**src/rtl/fetch_stage.sv**
```systemverilog
// fetch_stage: program counter, fetch FSM with one-entry hold buffer,
// redirect squash handling and the IF/ID pipeline register.
module fetch_stage #(
  parameter logic [31:0] RESET_PC  = 32'h0000_0000,
  parameter logic [31:0] NOP_INSTR = 32'h0000_0000
) (
  input  logic        CLK,
  input  logic        RESET,
  input  logic        PCWrite,
  input  logic        IFIDWrite,
  input  logic        IF_Flush,
  input  logic        Branch,
  input  logic [31:0] Branch_Target,
  input  logic [1:0]  Jump,
  input  logic [31:0] Jump_Target,
  input  logic [31:0] JR_Target,
  input  logic        IMEM_Ack,
  input  logic [31:0] IMEM_Data,
  output logic        IMEM_Req,
  output logic [31:0] IMEM_Addr,
  output logic [31:0] IF_PC_4,
  output logic [31:0] ID_Instruction,
  output logic [31:0] ID_PC_4,
  output logic        ID_Valid,
  output logic        Fetch_Busy
);

  typedef enum logic [1:0] {
    FETCH  = 2'd0,
    HOLD   = 2'd1,
    SQUASH = 2'd2
  } state_t;

  localparam logic [31:0] ALIGN = 32'hFFFF_FFFC;

  state_t      r_state;
  logic [31:0] r_pc;
  logic [31:0] r_tgt;
  logic [31:0] r_hold;
  logic [31:0] r_id_instr;
  logic [31:0] r_id_pc4;
  logic        r_id_valid;

  logic        w_jr;
  logic        w_j;
  logic        w_br;
  logic        w_redir;
  logic [31:0] w_redir_pc;
  logic [31:0] w_sq_pc;
  logic [31:0] w_pc4;
  logic [31:0] w_word;
  logic        w_word_vld;
  logic        w_adv;

  assign w_pc4   = r_pc + 32'd4;
  assign w_jr    = (Jump == 2'b10);
  assign w_j     = (Jump == 2'b01);
  assign w_br    = Branch & ~w_jr & ~w_j;
  assign w_redir = w_jr | w_j | Branch;

  // Redirect target; the selects are already priority-qualified
  always_comb begin
    w_redir_pc = w_pc4;
    unique case (1'b1)
      w_jr:    w_redir_pc = JR_Target & ALIGN;
      w_j:     w_redir_pc = Jump_Target & ALIGN;
      w_br:    w_redir_pc = Branch_Target & ALIGN;
      default: w_redir_pc = w_pc4;
    endcase
  end

  // A newer redirect while squashing replaces the latched one
  assign w_sq_pc = w_redir ? w_redir_pc : r_tgt;

  assign w_word_vld = ~w_redir &
                      (((r_state == FETCH) & IMEM_Ack) |
                       (r_state == HOLD));
  assign w_word = (r_state == HOLD) ? r_hold : IMEM_Data;
  assign w_adv  = w_word_vld & IFIDWrite & ~IF_Flush & PCWrite;

  assign IMEM_Req   = RESET & (r_state != HOLD);
  assign IMEM_Addr  = r_pc;
  assign IF_PC_4    = w_pc4;
  assign Fetch_Busy = RESET &
                      ((r_state != FETCH) | ~IMEM_Ack);

  assign ID_Instruction = r_id_instr;
  assign ID_PC_4        = r_id_pc4;
  assign ID_Valid       = r_id_valid;

  // PC, fetch state, hold buffer and latched redirect target
  always_ff @(posedge CLK or negedge RESET) begin
    if (!RESET) begin
      r_state <= FETCH;
      r_pc    <= RESET_PC & ALIGN;
      r_tgt   <= 32'd0;
      r_hold  <= 32'd0;
    end else begin
      unique case (r_state)
        FETCH: begin
          if (w_redir) begin
            if (IMEM_Ack) begin
              r_pc <= w_redir_pc;
            end else begin
              r_tgt   <= w_redir_pc;
              r_state <= SQUASH;
            end
          end else if (IMEM_Ack) begin
            if (IFIDWrite) begin
              if (w_adv) r_pc <= w_pc4;
            end else begin
              r_hold  <= IMEM_Data;
              r_state <= HOLD;
            end
          end
        end
        HOLD: begin
          if (w_redir) begin
            r_pc    <= w_redir_pc;
            r_state <= FETCH;
          end else if (IFIDWrite) begin
            if (w_adv) r_pc <= w_pc4;
            r_state <= FETCH;
          end
        end
        SQUASH: begin
          if (IMEM_Ack) begin
            r_pc    <= w_sq_pc;
            r_state <= FETCH;
          end else begin
            r_tgt <= w_sq_pc;
          end
        end
        default: r_state <= FETCH;
      endcase
    end
  end

  // IF/ID register: flush beats write, no word means bubble
  always_ff @(posedge CLK or negedge RESET) begin
    if (!RESET) begin
      r_id_instr <= NOP_INSTR;
      r_id_pc4   <= 32'd0;
      r_id_valid <= 1'b0;
    end else if (IF_Flush) begin
      r_id_instr <= NOP_INSTR;
      r_id_pc4   <= 32'd0;
      r_id_valid <= 1'b0;
    end else if (IFIDWrite) begin
      if (w_word_vld) begin
        r_id_instr <= w_word;
        r_id_pc4   <= w_pc4;
        r_id_valid <= 1'b1;
      end else begin
        r_id_instr <= NOP_INSTR;
        r_id_pc4   <= 32'd0;
        r_id_valid <= 1'b0;
      end
    end
  end

endmodule

```
**config.mk**
```make
export PLATFORM = sky130hd
export DESIGN_NAME = fetch_stage
export DESIGN_NICKNAME = d
export VERILOG_FILES = /design/src/rtl/fetch_stage.sv
export SDC_FILE = /design/constraint.sdc
export NUM_CORES = 1
export LEC_CHECK = 0
export CAP_MARGIN = 0
export CORE_AREA = 3 3 136 138
export CTS_CLUSTER_SIZE = 20
export DETAILED_ROUTE_END_ITERATION = 6
export DIE_AREA = 0 0 139 141
export PLACE_DENSITY = 0.85
export SYNTH_ARGS = -nofsm -noshare
export SYNTH_HDL_FRONTEND = slang
export SYNTH_SLANG_ARGS = --single-unit
```
**constraint.sdc**
```tcl
create_clock -name CLK -period 4.1 [get_ports CLK]
set_input_delay 0.615 -clock CLK [delete_from_list [all_inputs] [get_ports CLK]]
set_output_delay 0.615 -clock CLK [all_outputs]
set_load 0.05 [all_outputs]
```
Word level (Yosys, flattened, before mapping)
Cells that the tools add are included.
{"block": "word_totals", "regBits": 163, "latchBits": 0, "mem_bits_rw": 0, "rom_bits": 0, "in_bits": 137, "out_inout_bits": 131, "n_memories": 0}
{"block": "op_classes", "n_addsub": 1, "mul": 0, "div": 0, "magnitude_cmp": 0, "n_eq_ne": 14, "n_shift": 0, "n_mux": 32, "n_bitwise": 19, "n_reduce_logical": 9}
{"operator": "$mux 32", "n": 18}
{"operator": "$pmux 32 s3", "n": 2}
{"operator": "$pmux 32 s2", "n": 1}
{"operator": "$add 32x3->32 const B", "n": 1}
{"operator": "$mux 2", "n": 7}
{"operator": "$ne 3x3->1 const B", "n": 4}
{"operator": "$ne 2x2->1 const B", "n": 5}
{"operator": "$and 1x1->1", "n": 9}
{"operator": "$reduce_and 4->1", "n": 2}
{"operator": "$not 1->1", "n": 6}
{"operator": "$pmux 2 s3", "n": 1}
{"operator": "$reduce_bool 2->1", "n": 3}
{"operator": "$reduce_and 5->1", "n": 1}
{"operator": "$eq 2x1->1 const B", "n": 2}
{"operator": "$eq 2x2->1 const B", "n": 2}
{"operator": "$or 1x1->1", "n": 4}
{"operator": "$mux 1", "n": 3}
{"operator": "$reduce_and 3->1", "n": 1}
{"operator": "$reduce_bool 3->1", "n": 1}
{"operator": "$logic_not 2->1", "n": 1}
{"operator": "$ne 2x1->1 const B", "n": 1}

Logic depth before layout (Yosys ltp)
Gate-level depths: netlist (run 1).
{"block": "logic_depth", "ltp_word": 13, "depth_mapped": 10}

Worst setup path before layout (run 1)
OpenSTA, ideal clock, no wires.
{"block": "synth_timing", "path_type": "flip-flop to output port", "startpoint": "reg r_pc[6] (netlist: IMEM_Addr[6])", "endpoint": "out IF_PC_4[15]", "t_arrival_ns": 2.681, "path_slack_ns": 0.804, "path_stages_with_launch": 6, "n_path_buf": 2, "cell_sequence": "dfrtp_1 buf_2 nand4_1 buf_2 or4_4 xnor2_1"}
{"block": "synth_via", "elab_chain_len": 1}
{"element": "start: declaration", "line": "37", "text": "logic [31:0] r_pc;"}
{"element": "start signal: assignment", "line": "95", "text": "r_pc <= RESET_PC & ALIGN;"}
{"element": "start signal: assignment", "line": "103", "text": "r_pc <= w_redir_pc;"}
{"element": "start signal: assignment", "line": "110", "text": "if (w_adv) r_pc <= w_pc4;"}
{"element": "$add 32x3->32", "line": "55", "text": "assign w_pc4 = r_pc + 32'd4;"}
{"element": "end: declaration", "line": "21", "text": "output logic [31:0] IF_PC_4,"}
No other way between the ends.

Worst setup path after layout (run 1)
{"block": "layout_timing", "startpoint": "reg r_pc[4] (netlist: IMEM_Addr[4])", "endpoint": "out IF_PC_4[27]"}
Same word-level chain as after synthesis.

==> impl_results.rst, run 1 <==
.. list-table::
   :header-rows: 1

   * - Metric
     - Value
   * - Total negative slack
     - 0 ps
   * - Die outline height
     - ~140 um
   * - Kind of start point of the critical path
     - flip-flop
   * - Number of enable flip-flop cells after synthesis
     - 0
   * - Number of buffers added by the clock tree synthesis step
     - 17
   * - Final design area excluding fillers
     - 12300 um2
   * - Area of the multi-input gates
     - 4330 um2
   * - Number of hold buffers added after cts
     - 0
   * - FILL cells
     - roughly 1300
   * - Count of cell types in the netlist
     - between 60 and 70
   * - Post-Synth XOR/XNOR Area
     - 0.0249
   * - Via count of the first global-routing pass
     - about 8500
   * - Die Span X
     - ~140 um
   * - Number of antenna violations at the first check in global routing
     - 1
   * - Overflow left after global routing
     - 0
   * - Complex-gate fraction of the synthesized area
     - 0.221
   * - Unrepaired setup endpoints after global routing
     - no
   * - Initial standard-cell utilization of the core
     - 0.509
   * - Class of the most critical hold timing path
     - input port to asynchronous set/reset pin
   * - Required time of the worst setup path
     - roughly 3500 ps
   * - Final #Nets
     - about 1300
   * - Resized cells post-CTS
     - 0
   * - Post-synthesis simple-gate area fraction
     - 0.152
   * - # clock sinks
     - around 160
   * - Fin crit period
     - 3870 ps
   * - Placed Area
     - between 10000 and 15000 um2
   * - Peak ir drop on the vdd network
     - ~0.00028 V
   * - Top-level port count
     - 268
   * - YS warnings
     - 0
   * - Category of the worst setup path capture point
     - output port
   * - Number of vias after detailed routing
     - approximately 8600
   * - Final slew viol count
     - 0
   * - Synth top cells by count
     - 163 x dfrtp_1, 117 x nand2_1, 102 x o21ai_0, 63 x clkbuf_1, 45 x nor2_1
   * - Final cycle utilization of the critical path
     - 0.944
   * - Dominant combinational cell family by area after synthesis
     - compound AO/OA/AOI/OAI gates
   * - Net count after synthesis
     - approximately 1100
   * - Largest net degree at the start of global routing
     - 70
   * - Clock tree from TritonCTS
     - done
   * - Proportion of synthesized chip area in sequential cells
     - 0.463
   * - Most repeated cell in the gate-level netlist after synthesis
     - dfrtp_1
   * - Kind of critical path
     - flip-flop to output port
   * - Biggest area contributors in the synthesized netlist
     - dfrtp_1 46%, o21ai_0 5.8%, nand2_1 5.0%
   * - CTS H-tree lvls
     - 4
   * - Share of layout cells above drive strength 1
     - 0.108
   * - Synth Flop Type
     - dfrtp_1
   * - Largest area contributor in the synthesized netlist
     - dfrtp_1
   * - Max-cap check violation count
     - 0
   * - Post-synthesis sequential element count
     - between 150 and 200
   * - Global-route wire length before repair
     - about 47 mm
   * - Iteration-0 DRC Markers
     - between 800 and 900
   * - Share of async-settable or async-resettable flops after synthesis
     - 1.00
   * - Vias per Instance
     - 6.09
   * - Static leakage power
     - 5.30 nW
   * - Final Hold Violating Endpoints
     - 0
   * - Standard cell core area
     - 17300 um2
   * - Clock transition at path regs
     - approximately 70 ps
   * - Multiplexer area fraction after synthesis
     - 0.0888
   * - Weighted congestion reported at the end of routability-driven placement
     - approximately 1
   * - Routed length per placed instance
     - approximately 21 um
   * - Post-synth top area share
     - 0.463
   * - Peak fanout along the critical path
     - 10
   * - Syn_area_per_cell
     - roughly 9.4 um2
   * - Final Skew
     - around 12 ps
   * - Number of buffer cells added on primary ports
     - around 260
   * - Pwr Density
     - between 400 and 500 nW/um2
   * - Adder and majority gate portion of the synthesized area
     - 0.00426
   * - Synth Cell Area
     - just under 9000 um2
   * - Drt pass-1 iters
     - 5
   * - Worst reg2reg setup slack
     - ~1500 ps
   * - Post-detailed-placement half-perimeter wirelength
     - 22.1 mm
   * - Max-slew headroom
     - 0.298
   * - Actual slew at the worst max-slew pin
     - approximately 1100 ps
   * - Number of remaining DRC errors
     - 0
   * - Outcome
     - finished clean
   * - Antenna diodes
     - 0
   * - Sequential cell area
     - around 4000 um2
   * - Total GRT Usage
     - 0.304
   * - Number of cells produced by synthesis
     - just over 900
   * - Relative area change from synthesis to final layout
     - 39.8%
   * - Buffer type at the clock tree root
     - clkbuf_16
   * - Floorplan row count
     - between 40 and 50
   * - Clock tree buffer depth
     - 2
   * - Post-Route WL
     - approximately 30 mm
   * - Die Area
     - around 20000 um2
   * - Remaining antenna violation count
     - 0
   * - Setup-failing EPs final
     - 0
   * - WP data arrival
     - ~3300 ps
   * - Clk Latency, worst-skew pair
     - 440 ps
   * - Number of setup buffers added after CTS
     - 0
   * - Maximum operating frequency
     - roughly 260 MHz
==> flip-flops by register name, indices dropped and copies added, names as in the netlist <==
| signal | cells |
|---|---|
| IMEM_Addr | 32 |
| r_tgt | 32 |
| ID_Instruction | 32 |
| r_state | 2 |
| ID_Valid | 1 |
| ID_PC_4 | 32 |
| r_hold | 32 |
==> cells by family (layout without fill, tap and decap cells) <==
logic type      count (synthesis)  after routing
simple gates                  272            272
compound gates                293            293
mux                            74             74
flops                         163            163
buf+inv                       102            359
fa+ha+maj                       3              3
xor+xnor                       25             25
==> stage by stage <==
step,hold WS [ps],util,power (mW),std cells,setup slack (ps)
final,61.3,0.712,5.88,1414,231
after global routing,74.7,0.712,6.11,1414,99.5
after floorplan,319,-,3.37,932,804
after CTS,71.3,0.712,5.88,1414,204
after global placement,456,0.676,4.16,1382,729
after detailed placement,462,0.676,4.21,1382,671
==> power by group <==
| part | leakage [nW] | switching (mW) | internal (mW) |
|---|---|---|---|
| sequential | 2.09 | 0.259 | 1.86 |
| combinational | 2.92 | 1.33 | 0.759 |
| clock | 0.291 | 0.744 | 0.930 |
| total | 5.30 | 2.34 | 3.55 |
==> per-layer routing <==
metal | global-route usage | share of wire | vias up
li1 | - | - | 3899
met1 | 0.379 | 0.39 | 4134
met2 | 0.514 | 0.48 | 504
met3 | 0.0750 | 0.094 | 72
met4 | 0.116 | 0.035 | 2
met5 | 0 | 0.00030 | -
==> worst max-delay path: stages, from the launching register on <==
cell and delay [ps]:
dfrtp_1 550, nand4_1 330, or4_4 550, or2_1 290, xor2_1 320, inv_1 70
clkdlybuf4s50_1 710
==> worst paths after layout <==
check | startpoint | to | cells past startpoint
hold / removal | RESET | ID_PC_4[13]$_DFFE_PN0P_ | 1
setup / recovery | IMEM_Addr[4]$_DFFE_PN0P_ | IF_PC_4[27] | 6
setup reg to reg | IMEM_Addr[3]$_DFFE_PN0P_ | IMEM_Addr[28]$_DFFE_PN0P_ | 7
max in group asynchronous | RESET | IMEM_Addr[20]$_DFFE_PN0P_ | 3
hold reg to reg | ID_PC_4[25]$_DFFE_PN0P_ | ID_PC_4[25]$_DFFE_PN0P_ | 2
min in group CLK | ID_PC_4[25]$_DFFE_PN0P_ | ID_PC_4[25]$_DFFE_PN0P_ | 2
==> final cells by class <==
class	instances	share of cell area
Tap cell	225	0.0229
Clock inverter	15	0.0156
Sequential cell	163	0.331
Clock buffer	17	0.0346
Multi-Input combinational cell	667	0.352
Inverter	27	0.00823
Timing Repair Buffer	300	0.235
==> layout by cell type (no fill, tap or decap), types with 17 or more instances in the layout <==
cell type	count
o21ai_0	102
a22o_1	28
inv_1	27
nand3_1	18
clkdlybuf4s50_1	254
nand2_1	117
clkbuf_16	17
a21oi_1	31
nor2_1	44
buf_4	44
mux2_2	33
a22oi_1	27
dfrtp_1	163
mux2i_1	41
xnor2_1	17
Note: power is estimated with default switching activity, not from simulation.
==> run 2, diff against run 1 <==
CAP_MARGIN = not set   (was 0)
CORE_AREA = 3 3 140 142   (was 3 3 136 138)
DIE_AREA = 0 0 143 145   (was 0 0 139 141)
PLACE_DENSITY = 0.81   (was 0.85)
clock period = 3.75 ns   (was 4.1 ns; I/O delays follow)
==> run 2 against run 1 <==
Compared with the run above:
- the flow now finishes with violations (design-rule violations)
- clock power is 5% higher
- combinational power grew 11%
- flip-flop and latch count stayed put
- critical path type unchanged
- largest cell class unchanged
- highest routed layer unchanged
==> impl_results.rst, run 2 (synthesized netlist as in run 1, its figures left out) <==
.. list-table::
   :header-rows: 1

   * - Metric
     - Value
   * - Clock Power Share
     - 0.275 (-0.010)
   * - Total GRT Usage
     - 0.284 (-0.0205)
   * - Die outline height
     - 145 um (+2.8%)
   * - Number of buffer cells added on primary ports
     - 261 (unchanged)
   * - Final #Nets
     - 1316 (unchanged)
   * - Final design area excluding fillers
     - 12400 um2 (+0.40%)
   * - # clock sinks
     - 163 (unchanged)
   * - Global-route wire length before repair
     - 46.1 mm (-2.0%)
   * - Setup-failing EPs final
     - 0 (unchanged)
   * - Iteration-0 DRC Markers
     - 781 (-5.6%)
   * - Maximum operating frequency
     - 275 MHz
   * - Peak ir drop on the vdd network
     - 0.000332 V (+20%)
   * - Overflow left after global routing
     - 0 (unchanged)
   * - Die Span X
     - 143 um (+2.9%)
   * - Relative area change from synthesis to final layout
     - 40.4%
   * - Sequential fraction of design power
     - 0.363 (+0.003)
   * - Number of antenna violations at the first check in global routing
     - 1 (unchanged)
   * - Sequential cell area
     - 4080 um2 (unchanged)
   * - Highest-count cells in the layout ignoring fill and taps
     - 247 x clkdlybuf4s50_1, 163 x dfrtp_1, 117 x nand2_1
   * - Net switching fraction of the power
     - 0.399 (+0.00143)
   * - Pwr Density
     - 515 nW/um2 (+7.8%)
   * - Floorplan row count
     - 50 (+4.2%)
   * - Via count of the first global-routing pass
     - 8214 (-3.0%)
   * - Maximum cell stage delay along the critical path
     - 790 ps (+80 ps)
   * - Category of the worst setup path capture point
     - output port
   * - Area of the multi-input gates
     - 4350 um2 (+0.40%)
   * - Buffer type at the clock tree root
     - clkbuf_16
   * - Post-Route WL
     - 29.8 mm (-1.8%)
   * - Final slew viol count
     - 0 (unchanged)
   * - Static leakage power
     - 5.33 nW (+0.49%)
   * - Number of vias after detailed routing
     - 8560 (-0.59%)
   * - Failing checks
     - design-rule violations
   * - Share of layout cells above drive strength 1
     - 0.116 (+0.00841)
   * - Number of buffers added by the clock tree synthesis step
     - 17 (unchanged)
   * - Vias per Instance
     - 6.02 (-1.2%)
   * - Total negative slack
     - 0 ps (unchanged)
   * - Clock tree from TritonCTS
     - done
   * - Final Hold Violating Endpoints
     - 0 (unchanged)
   * - Required time of the worst setup path
     - 3190 ps (-290 ps)
   * - Outcome
     - finished with violations
   * - Max-slew headroom
     - 0.338 (+0.0407)
   * - Max-cap check violation count
     - 0 (unchanged)
   * - Most common library cell in the layout ignoring fill and taps
     - clkdlybuf4s50_1
   * - Post-detailed-placement half-perimeter wirelength
     - 21.5 mm (-2.7%)
   * - Number of remaining DRC errors
     - 5 (+5)
   * - Combinational fraction of design power
     - 0.362 (+0.006)
   * - Slowest stage cell on the critical path
     - clkdlybuf4s50_1
   * - Actual slew at the worst max-slew pin
     - 992 ps (-61.1 ps)
   * - Fin crit period
     - 3630 ps
   * - Largest net degree at the start of global routing
     - 165 (+140%)
   * - Clock tree buffer depth
     - 2 (unchanged)
   * - Kind of start point of the critical path
     - flip-flop
   * - Class of the most critical hold timing path
     - input port to asynchronous set/reset pin
   * - Antenna diodes
     - 0 (unchanged)
   * - Power spent charging and discharging nets
     - 2.54 mW (+8.6%)
   * - Final Skew
     - 10.7 ps (-1.02 ps)
   * - Internal power contribution
     - 3.83 mW (+7.9%)
   * - Worst reg2reg startpoint
     - IMEM_Addr[2]$_DFFE_PN0P_
   * - Clock transition at path regs
     - 70 ps (about the same)
   * - Final cycle utilization of the critical path
     - 0.968
   * - Routed length per placed instance
     - 21.0 um (-2.4%)
   * - Ordered cell list for the critical path
     - ha_1 -> nand3_1 -> nor2_1 -> nand4_1 -> xor2_1 -> inv_1 -> clkdlybuf4s50_1
   * - Number of hold buffers added after cts
     - 0 (unchanged)
   * - CTS H-tree lvls
     - 4 (unchanged)
   * - Kind of critical path
     - flip-flop to output port
   * - Top-level port count
     - 268 (unchanged)
   * - Peak fanout along the critical path
     - 11 (+1)
   * - Drt pass-1 iters
     - 7 (+2)
   * - Worst Setup SP
     - IMEM_Addr[2]$_DFFE_PN0P_
   * - Standard cell core area
     - 18600 um2 (+7.4%)
   * - Die Area
     - 20700 um2 (+5.8%)
   * - Weighted congestion reported at the end of routability-driven placement
     - 0.998 (-1.6%)
   * - Unrepaired setup endpoints after global routing
     - no
   * - Initial standard-cell utilization of the core
     - 0.474 (-0.0352)
   * - FILL cells
     - 1492 (+12%)
   * - Remaining antenna violation count
     - 0 (unchanged)
   * - Placed Area
     - 11700 um2 (+0.48%)
   * - Clk Latency, worst-skew pair
     - 430 ps (about the same)
   * - WP data arrival
     - 3070 ps (-180 ps)
[run 2: cell count changes in the layout (fill, tap and decap cells not counted), sizes merged]
cell           delta
inv               -1
clkinv            +4
bufinv            -1
clkdlybuf4s50     -7
clkinvlp          -2
dlymetal6s2s      -1
buf               +8
[run 2: worst paths after layout]
check | to | slack, ps | cells past startpoint
worst max-delay path | IF_PC_4[24] | 120 | 7
worst min-delay path | ID_Instruction[13]$_DFFE_PN0P_ | 250 | 2
worst max register to register | r_tgt[30]$_DFFE_PN0P_ | 930 | 6
worst min register to register | r_tgt[6]$_DFFE_PN0P_ | 480 | 1
max in group asynchronous | IMEM_Addr[17]$_DFFE_PN0P_ | 2820 | 2
min in group CLK | r_tgt[6]$_DFFE_PN0P_ | 480 | 1
[run 2: power by group through the flow]
stage	sequential (mW)	clock [mW]	combinational [mW]
after floorplan	2.57	0	1.12
after global placement	2.31	0	2.27
after detailed placement	2.33	0	2.29
after CTS	2.30	1.77	2.30
after global routing	2.35	1.85	2.43
final	2.31	1.75	2.31
[run 2: worst max-delay path, delay by kind of cell, from the launching register on]
kind | cells | cell delay [ps]
DFF | 1 | 540
xor gates and xnor gates | 1 | 190
and+or+nand+nor | 3 | 710
adders and majority gates | 1 | 330
buffers and inverters | 2 | 860
[run 2: cell type report]
| class | instances | share of cell area |
|---|---|---|
| sequential | 163 | 0.330 |
| timing repair buffer | 300 | 0.238 |
| clock buffer | 17 | 0.0344 |
| clock inverter | 15 | 0.0139 |
| inverter | 27 | 0.00820 |
| tap | 234 | 0.0237 |
| multi-input combinational | 667 | 0.352 |
[run 2: repair_timing]
item                       in CTS  in global routing
setup endpoints to repair       0                  4
setup buffers                   0                  0
resized for setup               0                  2
[run 2: through the flow]
stage	hold WS (ps)	total power, mW	setup WS (ps)	utilization	cells
after CTS	353	6.37	49.7	0.664	1423
final	255	6.36	120	0.665	1423
after floorplan	267	3.68	507	-	932
after detailed placement	461	4.62	416	0.632	1391
after global placement	455	4.58	472	0.632	1391
after global routing	342	6.63	2.67	0.665	1423
[run 2: metal layers]
layer	GRT usage	vias to the layer above	share of wire
met5	0	-	0.00054
met1	0.377	4135	0.40
met4	0.0932	2	0.024
met3	0.0758	59	0.093
li1	-	3908	-
met2	0.451	456	0.48
